## src/rtl/decode_stage_if.sv

```systemverilog
// rtl/decode_stage_if.sv - producer/consumer handshake and decoded-field bundle for decode_stage
interface decode_stage_if #(
    parameter int PC_W = 32
);
    logic            in_valid;
    logic            in_ready;
    logic [31:0]     in_ins;
    logic [PC_W-1:0] in_pc;
    logic            out_valid;
    logic            out_ready;
    logic [5:0]      out_op;
    logic [4:0]      out_rs;
    logic [4:0]      out_rt;
    logic [4:0]      out_rd;
    logic [4:0]      out_shamt;
    logic [5:0]      out_funct;
    logic [25:0]     out_addr;
    logic [31:0]     out_imm;
    logic [PC_W-1:0] out_pc;
    logic            out_illegal;

    // Producer offers instructions and the consumer drains decoded ones.
    modport master (
        output in_valid, in_ins, in_pc, out_ready,
        input  in_ready, out_valid, out_op, out_rs, out_rt, out_rd, out_shamt,
               out_funct, out_addr, out_imm, out_pc, out_illegal
    );

    // The decode stage itself.
    modport slave (
        input  in_valid, in_ins, in_pc, out_ready,
        output in_ready, out_valid, out_op, out_rs, out_rt, out_rd, out_shamt,
               out_funct, out_addr, out_imm, out_pc, out_illegal
    );
endinterface

```

## src/rtl/decode_stage.sv

```systemverilog
// rtl/decode_stage.sv - decode at push time into a circular FIFO; optional DECODE_ILLEGAL_TRAP_EN per-entry illegal-opcode flag
module decode_stage #(
    parameter int DEPTH = 4,
    parameter int PC_W  = 32
) (
    input  logic          clk,
    input  logic          rst,
    input  logic          flush,
    decode_stage_if.slave bus
);
    localparam int PTR_W = $clog2(DEPTH);
    localparam int CNT_W = PTR_W + 1;

    typedef struct packed {
        logic [5:0]      op;
        logic [4:0]      rs;
        logic [4:0]      rt;
        logic [4:0]      rd;
        logic [4:0]      shamt;
        logic [5:0]      funct;
        logic [25:0]     addr;
        logic [31:0]     imm;
        logic [PC_W-1:0] pc;
`ifdef DECODE_ILLEGAL_TRAP_EN
        logic            illegal;
`endif
    } entry_t;

    entry_t           r_mem [DEPTH];
    logic [PTR_W-1:0] r_wr_ptr;
    logic [PTR_W-1:0] r_rd_ptr;
    logic [CNT_W-1:0] r_count;

    entry_t           w_dec;
    entry_t           w_head;
    logic             w_full;
    logic             w_valid;
    logic             w_in_ready;
    logic             w_push;
    logic             w_pop;

`ifdef DECODE_ILLEGAL_TRAP_EN
    function automatic logic is_illegal(input logic [5:0] op);
        case (op)
            6'h00, 6'h02, 6'h03, 6'h04, 6'h05, 6'h08, 6'h09, 6'h0A,
            6'h0C, 6'h0D, 6'h0E, 6'h0F, 6'h23, 6'h2B: is_illegal = 1'b0;
            default:                                   is_illegal = 1'b1;
        endcase
    endfunction
`endif

    // Full blocks push even when a pop happens this cycle, so in_ready never sees out_ready.
    assign w_full     = (r_count == CNT_W'(DEPTH));
    assign w_valid    = (r_count != '0);
    assign w_in_ready = !w_full && !rst;
    assign w_push     = bus.in_valid && w_in_ready && !flush;
    assign w_pop      = w_valid && bus.out_ready && !flush;
    assign w_head     = r_mem[r_rd_ptr];

    assign bus.in_ready  = w_in_ready;
    assign bus.out_valid = w_valid;

    // Split the raw word into fields and build the immediate before it is queued.
    always_comb begin
        w_dec       = '0;
        w_dec.op    = bus.in_ins[31:26];
        w_dec.rs    = bus.in_ins[25:21];
        w_dec.rt    = bus.in_ins[20:16];
        w_dec.rd    = bus.in_ins[15:11];
        w_dec.shamt = bus.in_ins[10:6];
        w_dec.funct = bus.in_ins[5:0];
        w_dec.addr  = bus.in_ins[25:0];
        w_dec.pc    = bus.in_pc;
        case (bus.in_ins[31:26])
            6'h0C, 6'h0D, 6'h0E: w_dec.imm = {16'h0000, bus.in_ins[15:0]};
            6'h0F:               w_dec.imm = {bus.in_ins[15:0], 16'h0000};
            default:             w_dec.imm = {{16{bus.in_ins[15]}}, bus.in_ins[15:0]};
        endcase
`ifdef DECODE_ILLEGAL_TRAP_EN
        w_dec.illegal = is_illegal(bus.in_ins[31:26]);
`endif
    end

    // Pointer and occupancy bookkeeping; reset beats flush, flush beats push/pop.
    always_ff @(posedge clk) begin
        if (rst) begin
            r_wr_ptr <= '0;
            r_rd_ptr <= '0;
            r_count  <= '0;
        end else if (flush) begin
            r_wr_ptr <= '0;
            r_rd_ptr <= '0;
            r_count  <= '0;
        end else begin
            if (w_push) begin
                r_wr_ptr <= r_wr_ptr + PTR_W'(1);
            end
            if (w_pop) begin
                r_rd_ptr <= r_rd_ptr + PTR_W'(1);
            end
            r_count <= r_count + CNT_W'(w_push) - CNT_W'(w_pop);
        end
    end

    // Entry storage is left unreset; the output mask hides stale contents.
    always_ff @(posedge clk) begin
        if (w_push) begin
            r_mem[r_wr_ptr] <= w_dec;
        end
    end

    // Present the head entry, forcing every field to zero while the queue is empty.
    always_comb begin
        bus.out_op      = '0;
        bus.out_rs      = '0;
        bus.out_rt      = '0;
        bus.out_rd      = '0;
        bus.out_shamt   = '0;
        bus.out_funct   = '0;
        bus.out_addr    = '0;
        bus.out_imm     = '0;
        bus.out_pc      = '0;
        bus.out_illegal = 1'b0;
        if (w_valid) begin
            bus.out_op    = w_head.op;
            bus.out_rs    = w_head.rs;
            bus.out_rt    = w_head.rt;
            bus.out_rd    = w_head.rd;
            bus.out_shamt = w_head.shamt;
            bus.out_funct = w_head.funct;
            bus.out_addr  = w_head.addr;
            bus.out_imm   = w_head.imm;
            bus.out_pc    = w_head.pc;
`ifdef DECODE_ILLEGAL_TRAP_EN
            bus.out_illegal = w_head.illegal;
`endif
        end
    end
endmodule
```

## src/flat_wrapper.sv

```systemverilog
// flat-port wrapper written by rule: the top's interface ports become plain ports
module decode_stage_flat 
#(
    parameter int DEPTH = 4,
    parameter int PC_W  = 32
)
  (clk, rst, flush, bus_in_valid, bus_in_ins, bus_in_pc, bus_out_ready, bus_in_ready, bus_out_valid, bus_out_op, bus_out_rs, bus_out_rt, bus_out_rd, bus_out_shamt, bus_out_funct, bus_out_addr, bus_out_imm, bus_out_pc, bus_out_illegal);
  decode_stage_if #(.PC_W(PC_W)) bus_i ();
  input  logic clk;
  input  logic rst;
  input  logic flush;
  input wire logic [$bits(bus_i.in_valid)-1:0] bus_in_valid;
  input wire logic [$bits(bus_i.in_ins)-1:0] bus_in_ins;
  input wire logic [$bits(bus_i.in_pc)-1:0] bus_in_pc;
  input wire logic [$bits(bus_i.out_ready)-1:0] bus_out_ready;
  output wire logic [$bits(bus_i.in_ready)-1:0] bus_in_ready;
  output wire logic [$bits(bus_i.out_valid)-1:0] bus_out_valid;
  output wire logic [$bits(bus_i.out_op)-1:0] bus_out_op;
  output wire logic [$bits(bus_i.out_rs)-1:0] bus_out_rs;
  output wire logic [$bits(bus_i.out_rt)-1:0] bus_out_rt;
  output wire logic [$bits(bus_i.out_rd)-1:0] bus_out_rd;
  output wire logic [$bits(bus_i.out_shamt)-1:0] bus_out_shamt;
  output wire logic [$bits(bus_i.out_funct)-1:0] bus_out_funct;
  output wire logic [$bits(bus_i.out_addr)-1:0] bus_out_addr;
  output wire logic [$bits(bus_i.out_imm)-1:0] bus_out_imm;
  output wire logic [$bits(bus_i.out_pc)-1:0] bus_out_pc;
  output wire logic [$bits(bus_i.out_illegal)-1:0] bus_out_illegal;
  assign bus_i.in_valid = bus_in_valid;
  assign bus_i.in_ins = bus_in_ins;
  assign bus_i.in_pc = bus_in_pc;
  assign bus_i.out_ready = bus_out_ready;
  assign bus_in_ready = bus_i.in_ready;
  assign bus_out_valid = bus_i.out_valid;
  assign bus_out_op = bus_i.out_op;
  assign bus_out_rs = bus_i.out_rs;
  assign bus_out_rt = bus_i.out_rt;
  assign bus_out_rd = bus_i.out_rd;
  assign bus_out_shamt = bus_i.out_shamt;
  assign bus_out_funct = bus_i.out_funct;
  assign bus_out_addr = bus_i.out_addr;
  assign bus_out_imm = bus_i.out_imm;
  assign bus_out_pc = bus_i.out_pc;
  assign bus_out_illegal = bus_i.out_illegal;
  decode_stage #(.DEPTH(DEPTH), .PC_W(PC_W)) u_core (.clk(clk), .rst(rst), .flush(flush), .bus(bus_i));
endmodule
```

## config.mk

```make
export PLATFORM = sky130hd
export DESIGN_NAME = decode_stage_flat
export DESIGN_NICKNAME = d
export VERILOG_FILES = /design/src/rtl/decode_stage_if.sv /design/src/rtl/decode_stage.sv /design/src/flat_wrapper.sv
export SDC_FILE = /design/constraint.sdc
export NUM_CORES = 1
export LEC_CHECK = 0
export CORE_AREA = 4 4 191 193
export CTS_CLUSTER_SIZE = 40
export DETAILED_ROUTE_END_ITERATION = 16
export DIE_AREA = 0 0 195 197
export PLACE_DENSITY = 0.66
export SLEW_MARGIN = 30
export SYNTH_ARGS = -nofsm -noshare
export SYNTH_HDL_FRONTEND = slang
export SYNTH_SLANG_ARGS = --single-unit
```

## constraint.sdc

```tcl
create_clock -name clk -period 4.7 [get_ports clk]
set_input_delay 0.47 -clock clk [delete_from_list [all_inputs] [get_ports clk]]
set_output_delay 0.47 -clock clk [all_outputs]
set_load 0.03 [all_outputs]
```

==> metrics.md <==
| Metric | Value |
|---|---|
| Syn_area_per_cell | `21.2 um^2` |
| Syn-to-layout area delta | `23.1%` |
| Largest area contributor in the netlist | `edfxtp_1` |
| Element type at the critical path end | `primary output` |
| CTS tree | `yes` |
| Sw Pwr | `1470 uW` |
| Inserted Clock Buffers | `41` |
| Die height | `197 um` |
| CTS sink cnt | `393` |
| Slowest CP cell | `dfxtp_4` |
| Relative slew margins | `0.441` |
| Critical path type | `reg -> out` |
| Largest net degree at the start of global routing | `56` |
| H-tree levels | `2` |
| Initial antenna violation count | `1` |
| TritonRoute pass-1 iters | `4` |
| Crit path DAT | `3.11 ns` |
| Fraction of the mapped netlist area in simple logic gates | `0.0545` |
| Final net count | `991` |
| Setup TNS | `0 ns` |
| Synth area leaders | `edfxtp_1 (75%), mux4_2 (14%), and2_1 (4.1%)` |
| Pleak | `0.00604 uW` |
| Pwr per Cell Area | `384 nW/um^2` |
| Detail-routed net length per standard cell | `22.3 um` |
| Synthesized-area fraction occupied by ao, oa, aoi and oai cells | `0.00883` |
| DRT Wirelength | `31.2 mm` |
| Synth Area in XOR/XNOR | `0.00227` |
| Initial Util | `0.447` |
| Hold Crit Class | `reg -> reg` |
| Hold WS | `0.510 ns` |
| Post-CTS setup buffer count | `0` |
| Core area | `34500 um^2` |
| Fill count | `2708` |
| Worst setup SP type | `flip-flop` |
| First-pass GRT wire length | `48.3 mm` |
| Fin. max-slew vios | `0` |
| Clk buf depth | `3` |
| Ports | `194` |
| Synthesized net count | `804` |
| Vias per cell | `5.24` |
| Post-synthesis mux area share | `0.141` |
| Combinational share of power | `0.051` |
| Later-pin clock latency in the skew report | `0.52 ns` |
| CP required | `4.23 ns` |
| Status | `finished, final reports clean` |
| CP Max Fanout | `37` |
| PortBufs | `192` |
| VDD IR max | `0.258 mV` |
| Post-synth EDFFs | `384` |
| Ys async rst share | `0` |
| #FFs+latches synth | `393` |
| CP peak stage delay | `0.87 ns` |
| GP Congestion | `0.709` |
| Yosys top cell area share | `0.747` |
| Clock-pin slew on the worst setup and hold paths | `0.06 ns` |
| Vias in the first global route | `7928` |
| Worst slew pin tran | `0.839 ns` |
| Die Width | `195 um` |
| Footprint of the multi-input gates | `3320 um^2` |
| Switching Share | `0.201` |
| CTS root buf | `clkbuf_16` |
| Cell Chain, Critical Path | `buf_4 -> mux4_2 -> and2_1 -> clkdlybuf4s50_1` |
| Row cnt | `68` |
| Drt initial violations | `484` |
| RSZ-0062 raised after global routing | `false` |
| Yosys Warn Count | `0` |
| Tcrit/Tclk final | `0.762` |
| Clk_skew | `0.0132 ns` |
| Syn Inst Count | `728` |
| Total track usage | `0.162` |
| Synth Area in Adders | `0.00616` |
| Share of cells above drive strength 1 | `0.187` |
| Final hold vios | `0` |
| Post_cts resized | `0` |
| F_max | `0.279 GHz` |
| Internal | `5840 uW` |
| Clock Power Share | `0.415` |
| Main synth FF type | `edfxtp_1` |
| Top-count cell post-synth | `edfxtp_1` |
| Yosys cell types | `29` |
| MaxCap Viol Count | `0` |
| Routed Antenna Nets | `0` |
| Total grt overflow | `0` |
| Register area | `11700 um^2` |
| Hold_buf cts | `0` |
| Via Count | `7333` |
| Finished Core Util | `0.550` |
| Synth cell count leaders | `edfxtp_1 (384), and2_1 (102), mux4_2 (96)` |
| Detail Placement HPWL | `18.8 mm` |
| Mapped cell area | `15400 um^2` |
| Largest family of logic cells by synthesized area | `multiplexers` |
| Power share of the sequential group | `0.534` |
| Fin crit period | `3.58 ns` |
| DIE AREA | `38400 um^2` |
| Final setup vio count | `0` |
| Post-route DRC | `0` |
| N_diodes | `0` |
| Sequential area share after synthesis | `0.759` |
==> cells in the final DEF, fill, tap and decap left out, drive strengths merged, types with 2 or more instances in the layout <==
| master | netlist | routed |
|---|---|---|
| a21o | 15 | 15 |
| and2 | 102 | 102 |
| and3 | 2 | 2 |
| buf | 45 | 16 |
| bufinv | 0 | 2 |
| clkbuf | 19 | 55 |
| clkdlybuf4s50 | 0 | 192 |
| clkinv | 0 | 14 |
| dfxtp | 9 | 9 |
| edfxtp | 384 | 384 |
| ha | 6 | 6 |
| inv | 6 | 7 |
| mux2i | 2 | 2 |
| mux4 | 96 | 96 |
| nand2 | 6 | 6 |
| nor2 | 2 | 2 |
| nor2b | 18 | 18 |
| nor3 | 4 | 4 |
| xnor2 | 2 | 2 |
| xor2 | 2 | 2 |
==> final timing paths <==
kind	from	to	slack, ns	depth (start not counted)
setup / recovery	flip-flop	bus_out_rd[0]	1.12	4
hold / removal	u_core.r_wr_ptr[1]$_SDFFE_PP0P_	u_core.r_wr_ptr[1]$_SDFFE_PP0P_	0.51	2
setup reg to reg	u_core.r_count[1]$_SDFF_PP0_	u_core.r_mem[1][25]$_DFFE_PP_	2.34	4
hold reg to reg	u_core.r_wr_ptr[1]$_SDFFE_PP0P_	u_core.r_wr_ptr[1]$_SDFFE_PP0P_	0.51	2
==> routing by layer <==
layer  GRT usage  part of all wire  up-vias
li1            -                 -     3255
met1       0.220              0.43     3826
met2       0.276              0.50      214
met3      0.0321             0.056       36
met4      0.0344             0.015        2
met5           0           0.00042        -
==> cell type report <==
class                      count  area share
sequential                   393       0.616
multi-input combinational    265       0.174
timing repair buffer         208       0.111
clock buffer                  55      0.0589
tap                          455      0.0299
clock inverter                18     0.00777
inverter                       6     0.00118
==> critical path: cells and delay by family (launching register included) <==
family / cells / cell delay (ns)
multiplexers: 1 / 0.55
AND/OR/NAND/NOR: 1 / 0.19
flip-flops: 1 / 0.87
buffers and inverters: 2 / 0.97
==> state kept, by name, summed over array words and instances (netlist names), named ones only <==
register,count
u_core.r_wr_ptr,2
u_core.r_rd_ptr,2
u_core.r_mem,384
u_core.r_count,3
==> cell families after synthesis <==
logic type | Yosys count
AO/OA/AOI/OAI | 18
adder cells (fa/ha/maj) | 7
buffers and inverters | 70
other | 1
multiplexers | 98
XOR/XNOR | 4
AND/OR/NAND/NOR | 137
flip-flops | 393
==> stage by stage <==
step	worst slack, ns	total power [uW]	area, um^2	std cells
after detailed placement	1.48	4350	17700	1327
final	1.12	7300	19000	1400
after global placement	1.51	4340	17700	1326
after CTS	0.983	7400	19000	1400
after global routing	0.866	7570	19000	1400
after floorplan	1.02	4160	15400	728
==> power groups by stage <==
| stage | combinational (uW) | sequential, uW | clock, uW |
|---|---|---|---|
| 2_1_floorplan | 188 | 3970 | 0 |
| 3_5_place_dp | 375 | 3970 | 0 |
| 4_1_cts | 376 | 3900 | 3120 |
| 6_report | 370 | 3900 | 3030 |
| 5_1_grt | 397 | 3900 | 3270 |
| 3_3_place_gp | 368 | 3970 | 0 |
Note: power is estimated with default switching activity, not from simulation.
